--- config.mk ---
export PLATFORM = sky130hd
export DESIGN_NAME = reg_file_sb_flat
export DESIGN_NICKNAME = d
export VERILOG_FILES = /design/src/rtl/reg_file_sb_if.sv /design/src/rtl/reg_file_sb.sv /design/src/flat_wrapper.sv
export SDC_FILE = /design/constraint.sdc
export NUM_CORES = 2
export LEC_CHECK = 0
export CAP_MARGIN = 5
export CORE_MARGIN = 2
export CORE_UTILIZATION = 40
export DETAILED_ROUTE_END_ITERATION = 6
export GPL_TIMING_DRIVEN = 0
export PLACE_DENSITY_LB_ADDON = 0.2
export SETUP_SLACK_MARGIN = 0.3
export SLEW_MARGIN = 20
export SYNTH_ARGS = -nofsm -noshare
export SYNTH_HDL_FRONTEND = slang
export SYNTH_SLANG_ARGS = --single-unit
--- constraint.sdc ---
create_clock -name clk -period 47.9 [get_ports clk]
set_input_delay 9.58 -clock clk [delete_from_list [all_inputs] [get_ports clk]]
set_output_delay 9.58 -clock clk [all_outputs]
set_load 0.02 [all_outputs]
--- src/rtl/reg_file_sb_if.sv ---
// Decode / write-back side bundle of the RV32I integer register file.
// master = pipeline stages driving the file, slave = the register file itself.
interface reg_file_sb_if #(
    parameter int XLEN = 32
);
    logic            REG_write_i;
    logic [XLEN-1:0] REG_data_i;
    logic [4:0]      REG_addr_i;
    logic [4:0]      rs1_addr_i;
    logic [4:0]      rs2_addr_i;
    logic            rs1_used_i;
    logic            rs2_used_i;
    logic [XLEN-1:0] rs1_data_o;
    logic [XLEN-1:0] rs2_data_o;
    logic            mark_busy_i;
    logic [4:0]      mark_addr_i;
    logic            flush_i;
    logic            stall_o;
    logic [5:0]      pending_cnt_o;

    modport master (
        output REG_write_i, REG_data_i, REG_addr_i,
        output rs1_addr_i, rs2_addr_i, rs1_used_i, rs2_used_i,
        output mark_busy_i, mark_addr_i, flush_i,
        input  rs1_data_o, rs2_data_o, stall_o, pending_cnt_o
    );

    modport slave (
        input  REG_write_i, REG_data_i, REG_addr_i,
        input  rs1_addr_i, rs2_addr_i, rs1_used_i, rs2_used_i,
        input  mark_busy_i, mark_addr_i, flush_i,
        output rs1_data_o, rs2_data_o, stall_o, pending_cnt_o
    );
endinterface

--- src/rtl/reg_file_sb.sv ---
// RV32I integer register file with write-back bypass and a per-register
// pending-load scoreboard that stalls decode on unresolved load destinations.
module reg_file_sb #(
    parameter int NREGS = 32,
    parameter int XLEN  = 32
) (
    input  logic         clk,
    input  logic         reset,
    reg_file_sb_if.slave bus
);

    logic [XLEN-1:0]  r_regs [0:NREGS-1];
    logic [NREGS-1:0] r_busy;
    logic [5:0]       r_pending_cnt;
    logic [NREGS-1:0] w_busy_next;
    logic [XLEN-1:0]  w_rs1_data;
    logic [XLEN-1:0]  w_rs2_data;
    logic             w_stall;

    function automatic logic [5:0] popcount(input logic [NREGS-1:0] v);
        logic [5:0] cnt;
        cnt = 6'd0;
        for (int i = 0; i < NREGS; i++) begin
            cnt = cnt + {5'd0, v[i]};
        end
        return cnt;
    endfunction

    function automatic logic [XLEN-1:0] read_port(
        input logic [4:0]      a,
        input logic            wr,
        input logic [4:0]      waddr,
        input logic [XLEN-1:0] wdata,
        input logic [XLEN-1:0] stored
    );
        logic [XLEN-1:0] d;
        if (a == 5'd0) begin
            d = '0;
        end else if (wr && (waddr == a)) begin
            d = wdata;
        end else begin
            d = stored;
        end
        return d;
    endfunction

    // A committing write to the same register resolves the hazard via bypass.
    function automatic logic hazard(
        input logic [4:0] a,
        input logic       busy_bit,
        input logic       wr,
        input logic [4:0] waddr
    );
        return (a != 5'd0) && busy_bit && !(wr && (waddr == a));
    endfunction

    // Scoreboard next state: flush beats mark, mark beats the commit clear.
    always_comb begin
        w_busy_next = r_busy;
        for (int i = 1; i < NREGS; i++) begin
            if (bus.flush_i) begin
                w_busy_next[i] = 1'b0;
            end else if (bus.mark_busy_i && (bus.mark_addr_i == 5'(i))) begin
                w_busy_next[i] = 1'b1;
            end else if (bus.REG_write_i && (bus.REG_addr_i == 5'(i))) begin
                w_busy_next[i] = 1'b0;
            end else begin
                w_busy_next[i] = r_busy[i];
            end
        end
        w_busy_next[0] = 1'b0;
    end

    // Read ports and decode stall.
    always_comb begin
        w_rs1_data = read_port(bus.rs1_addr_i, bus.REG_write_i, bus.REG_addr_i,
                               bus.REG_data_i, r_regs[bus.rs1_addr_i]);
        w_rs2_data = read_port(bus.rs2_addr_i, bus.REG_write_i, bus.REG_addr_i,
                               bus.REG_data_i, r_regs[bus.rs2_addr_i]);
        w_stall    = (bus.rs1_used_i && hazard(bus.rs1_addr_i, r_busy[bus.rs1_addr_i],
                                               bus.REG_write_i, bus.REG_addr_i))
                  || (bus.rs2_used_i && hazard(bus.rs2_addr_i, r_busy[bus.rs2_addr_i],
                                               bus.REG_write_i, bus.REG_addr_i));
    end

    // Register array, busy vector and pending count; x0 is never written.
    always_ff @(posedge clk or posedge reset) begin
        if (reset) begin
            for (int i = 0; i < NREGS; i++) begin
                r_regs[i] <= '0;
            end
            r_busy        <= '0;
            r_pending_cnt <= 6'd0;
        end else begin
            for (int i = 1; i < NREGS; i++) begin
                if (bus.REG_write_i && (bus.REG_addr_i == 5'(i))) begin
                    r_regs[i] <= bus.REG_data_i;
                end
            end
            r_busy        <= w_busy_next;
            r_pending_cnt <= popcount(w_busy_next);
        end
    end

    assign bus.rs1_data_o    = w_rs1_data;
    assign bus.rs2_data_o    = w_rs2_data;
    assign bus.stall_o       = w_stall;
    assign bus.pending_cnt_o = r_pending_cnt;

endmodule

--- src/flat_wrapper.sv ---
// flat-port wrapper written by rule: the top's interface ports become plain ports
module reg_file_sb_flat 
#(
    parameter int NREGS = 32,
    parameter int XLEN  = 32
)
  (clk, reset, bus_REG_write_i, bus_REG_data_i, bus_REG_addr_i, bus_rs1_addr_i, bus_rs2_addr_i, bus_rs1_used_i, bus_rs2_used_i, bus_mark_busy_i, bus_mark_addr_i, bus_flush_i, bus_rs1_data_o, bus_rs2_data_o, bus_stall_o, bus_pending_cnt_o);
  reg_file_sb_if #(.XLEN(XLEN)) bus_i ();
  input  logic clk;
  input  logic reset;
  input wire logic [$bits(bus_i.REG_write_i)-1:0] bus_REG_write_i;
  input wire logic [$bits(bus_i.REG_data_i)-1:0] bus_REG_data_i;
  input wire logic [$bits(bus_i.REG_addr_i)-1:0] bus_REG_addr_i;
  input wire logic [$bits(bus_i.rs1_addr_i)-1:0] bus_rs1_addr_i;
  input wire logic [$bits(bus_i.rs2_addr_i)-1:0] bus_rs2_addr_i;
  input wire logic [$bits(bus_i.rs1_used_i)-1:0] bus_rs1_used_i;
  input wire logic [$bits(bus_i.rs2_used_i)-1:0] bus_rs2_used_i;
  input wire logic [$bits(bus_i.mark_busy_i)-1:0] bus_mark_busy_i;
  input wire logic [$bits(bus_i.mark_addr_i)-1:0] bus_mark_addr_i;
  input wire logic [$bits(bus_i.flush_i)-1:0] bus_flush_i;
  output wire logic [$bits(bus_i.rs1_data_o)-1:0] bus_rs1_data_o;
  output wire logic [$bits(bus_i.rs2_data_o)-1:0] bus_rs2_data_o;
  output wire logic [$bits(bus_i.stall_o)-1:0] bus_stall_o;
  output wire logic [$bits(bus_i.pending_cnt_o)-1:0] bus_pending_cnt_o;
  assign bus_i.REG_write_i = bus_REG_write_i;
  assign bus_i.REG_data_i = bus_REG_data_i;
  assign bus_i.REG_addr_i = bus_REG_addr_i;
  assign bus_i.rs1_addr_i = bus_rs1_addr_i;
  assign bus_i.rs2_addr_i = bus_rs2_addr_i;
  assign bus_i.rs1_used_i = bus_rs1_used_i;
  assign bus_i.rs2_used_i = bus_rs2_used_i;
  assign bus_i.mark_busy_i = bus_mark_busy_i;
  assign bus_i.mark_addr_i = bus_mark_addr_i;
  assign bus_i.flush_i = bus_flush_i;
  assign bus_rs1_data_o = bus_i.rs1_data_o;
  assign bus_rs2_data_o = bus_i.rs2_data_o;
  assign bus_stall_o = bus_i.stall_o;
  assign bus_pending_cnt_o = bus_i.pending_cnt_o;
  reg_file_sb #(.NREGS(NREGS), .XLEN(XLEN)) u_core (.clk(clk), .reset(reset), .bus(bus_i));
endmodule
==> flow_summary_export.csv <==
group,metric,value,unit
placement,port_buffers,117,
layout,syn_to_final_growth,14.1,%
sta,tightest_slew,1.31,ns
route,met1_length,90500,um
power,leakagePower,27.7,nW
worst_setup_path,path_max_fanout,10,
grt,antenna_found_initial,11,
cts,root_buffer,"clkbuf_16",
sta,final_hold_viol_count,0,
cts,cts_resized,0,
worst_setup_path,r2r_start,"u_core.r_busy[2]",
route,drc,0,
synth,yosysUniqueCellTypes,57,
synth,synth_top_family_by_area,"multiplexers",
sta,fin_skew,0.0119,ns
synth,ys.flop_type,"dfrtp_1",
route,num_vias,40000,
route,postRouteAntennaNets,0,
grt,grt_max_degree,102,
cts,clock_latency,0.77,ns
sta,fin_tns_setup,0,ns
worst_setup_path,startpoint_type,"input port",
min_path,hold_path_depth,1,
sta,setup_viol,0,
layout,mostFrequentLayoutCells,"mux2_2 (1105), dfrtp_1 (1029), mux4_2 (475)",
route,routed_wl,238000,um
sta,setup_ws,23.92,ns
synth,ys_ff_latch,1029,
sta,fin_worst_hold_slack,0.523,ns
worst_setup_path,crit_required,38.32,ns
worst_setup_path,rr_worst_depth,18,
floorplanning,initial_utilization,0.402,
synth,syn_nets,3938,
route,vias_per_cell,6.56,
synth,yosysWarnings,32,
synth,syn_area_per_cell,14.7,um^2
min_path,hp-start,"u_core.r_regs[175]",
synth,synth_simple_gate_area_frac,0.0234,
cts,cts_tree,"built",
worst_setup_path,cp-end-kind,"output port",
sta,rsz0062_at_grt,"no",
placement,gp_congestion,0.995,
power,ir_drop,0.0000424,V
synth,synthXorXnorAreaFrac,0.00201,
grt,grt_pass1_wl,325000,um
floorplanning,die_x,380,um
floorplanning,core,0.141,mm^2
placement,preCtsSetupSlack,24.29,ns
route,highest_layer,"met5",
synth,ys_seq_area_frac,0.455,
route,dr_wl_met3,24900,um
cts,clock-sinks,1029,
synth,synthArstFlopShare,1.00,
grt,first_global_vias,40100,
cts,cts_buffers,114,
cts,cts_hold_buf,0,
worst_setup_path,crit_arrival,14.40,ns
synth,synth_fa_ha_area_frac,0.0101,
layout,fin_nets,4185,
route,wire_per_inst,39.0,um
status,outcome,"complete, no violations",
floorplanning,io_pins,130,
layout,final_common_cell,"mux2_2",
sta,finalCriticalPeriod,23.98,ns
sta,final-max-slew-violation-count,0,
placement,hpwl,163000,um
floorplanning,rows,138,
synth,synth-compound-area-share,0.0577,
floorplanning,die-area,0.145,mm^2
layout,fillers,12800,
cts,clk_pin_slew_worst_paths,0.06,ns
cts,cts_buffer_depth,3,
min_path,min_path_type,"reg -> reg",
grt,gr-usage-all-layers,0.325,
synth,syn_area,0.0566,mm^2
route,drtIter0Drc,5016,
grt,overflow,0,
worst_setup_path,setup.worst_path.start,"bus_rs1_addr_i[3]",
layout,drive_gt1_frac,0.488,
sta,slew_headroom,0.126,
floorplanning,die_h,380,um
cts,cts_max_level,3,
power,pwr_density_cell,41.8,mW/mm^2
worst_setup_path,crit_type,"in -> out",
layout,seqCellArea,0.0257,mm^2
layout,multi_input_area,0.0288,mm^2
sta,max_freq,0.0417,GHz
route,drt-pass1-iter-count,7,
cts,cts_setup_buffers,0,
synth,synth_edf_count,0,
synth,synth_cells,3847,
sta,period_share,0.501,
job,maxCapViolCount,0,
synth,synth.area.mux_share,0.415,
route,route.met2.wl,105000,um
-- report_power, final --
part / switching (mW) / internal [mW] / total (mW)
Clock: 0.396 / 0.551 / 0.947
Sequential: 0.119 / 1.03 / 1.15
Combinational: 0.262 / 0.342 / 0.604
Total: 0.777 / 1.93 / 2.70
-- synth_stat cells, drive strengths merged (14+ instances only) --
cell / count / area [um^2]
nor2: 55 / 206
mux2i: 35 / 350
o21ai: 33 / 165
fa: 23 / 460
mux4: 475 / 10700
o211ai: 46 / 345
a22o: 46 / 403
a21oi: 51 / 255
a21o: 14 / 105
clkbuf: 210 / 790
a22oi: 69 / 518
mux2: 1105 / 12400
dfrtp: 1029 / 25700
buf: 215 / 1190
inv: 36 / 135
or3: 22 / 138
a221o: 31 / 310
o221ai: 16 / 140
and2: 19 / 119
a31oi: 21 / 131
o211a: 32 / 320
nand2b: 28 / 175
o22ai: 16 / 100
o221a: 29 / 327
nand3: 25 / 125
nand2: 92 / 345
-- registers in the layout, summed over array words and instances (netlist names) --
name	cells
u_core.r_regs	992
u_core.r_busy	31
u_core.bus.pending_cnt_o	6
-- final timing paths --
path / end / slack (ns)
setup / recovery: bus_rs1_data_o[28] / 23.92
hold / removal: u_core.r_regs[175] / 0.52
setup reg to reg: u_core.bus.pending_cnt_o[4] / 42.73
hold reg to reg: u_core.r_regs[175] / 0.52
max in group asynchronous: u_core.r_regs[151] / 36.56
min in group asynchronous: u_core.r_regs[644] / 9.32
-- kinds of logic after synthesis --
| family | count (synthesis) |
|---|---|
| muxes | 1615 |
| DFF | 1029 |
| buffers and inverters | 463 |
| AOI/OAI and AO/OA | 421 |
| and+or+nand+nor | 274 |
| adders and majority gates | 32 |
| xor gates and xnor gates | 13 |
-- through the flow --
step	cell area [um^2]	power, mW	util	cells
floorplan	56600	1.56	-	3847
global placement	60200	1.74	0.427	5854
detailed placement	60600	1.76	0.430	5868
CTS	64600	2.70	0.458	6084
global route	64600	2.79	0.458	6085
finish	64600	2.70	0.458	6091
-- cell type report --
cell class              instances  share of cell area
plain buffers                 425              0.0317
repair buffers                131              0.0238
flip-flops and latches       1029               0.398
inverters                      38             0.00232
clock buffers                 160              0.0523
multi-input cells            2355               0.445
clock inverters                56             0.00950
well taps                    1890              0.0366
diodes                          7            0.000271
-- metal layers --
metal  up-vias  global-route usage
met4         8               0.188
met1     21600               0.410
met3       730               0.111
li1      15400                   -
met5         -                   0
met2      2282               0.487
-- worst max-delay path, cell delays in order --
cell and delay (ns):
clkdlybuf4s50_1 0.53, clkbuf_1 0.30, inv_1 0.37, clkbuf_1 0.97, clkbuf_1 0.99, nand2_1 0.20
a21oi_1 0.62, clkdlybuf4s50_1 0.79
Power figures use the tool's default switching activity.
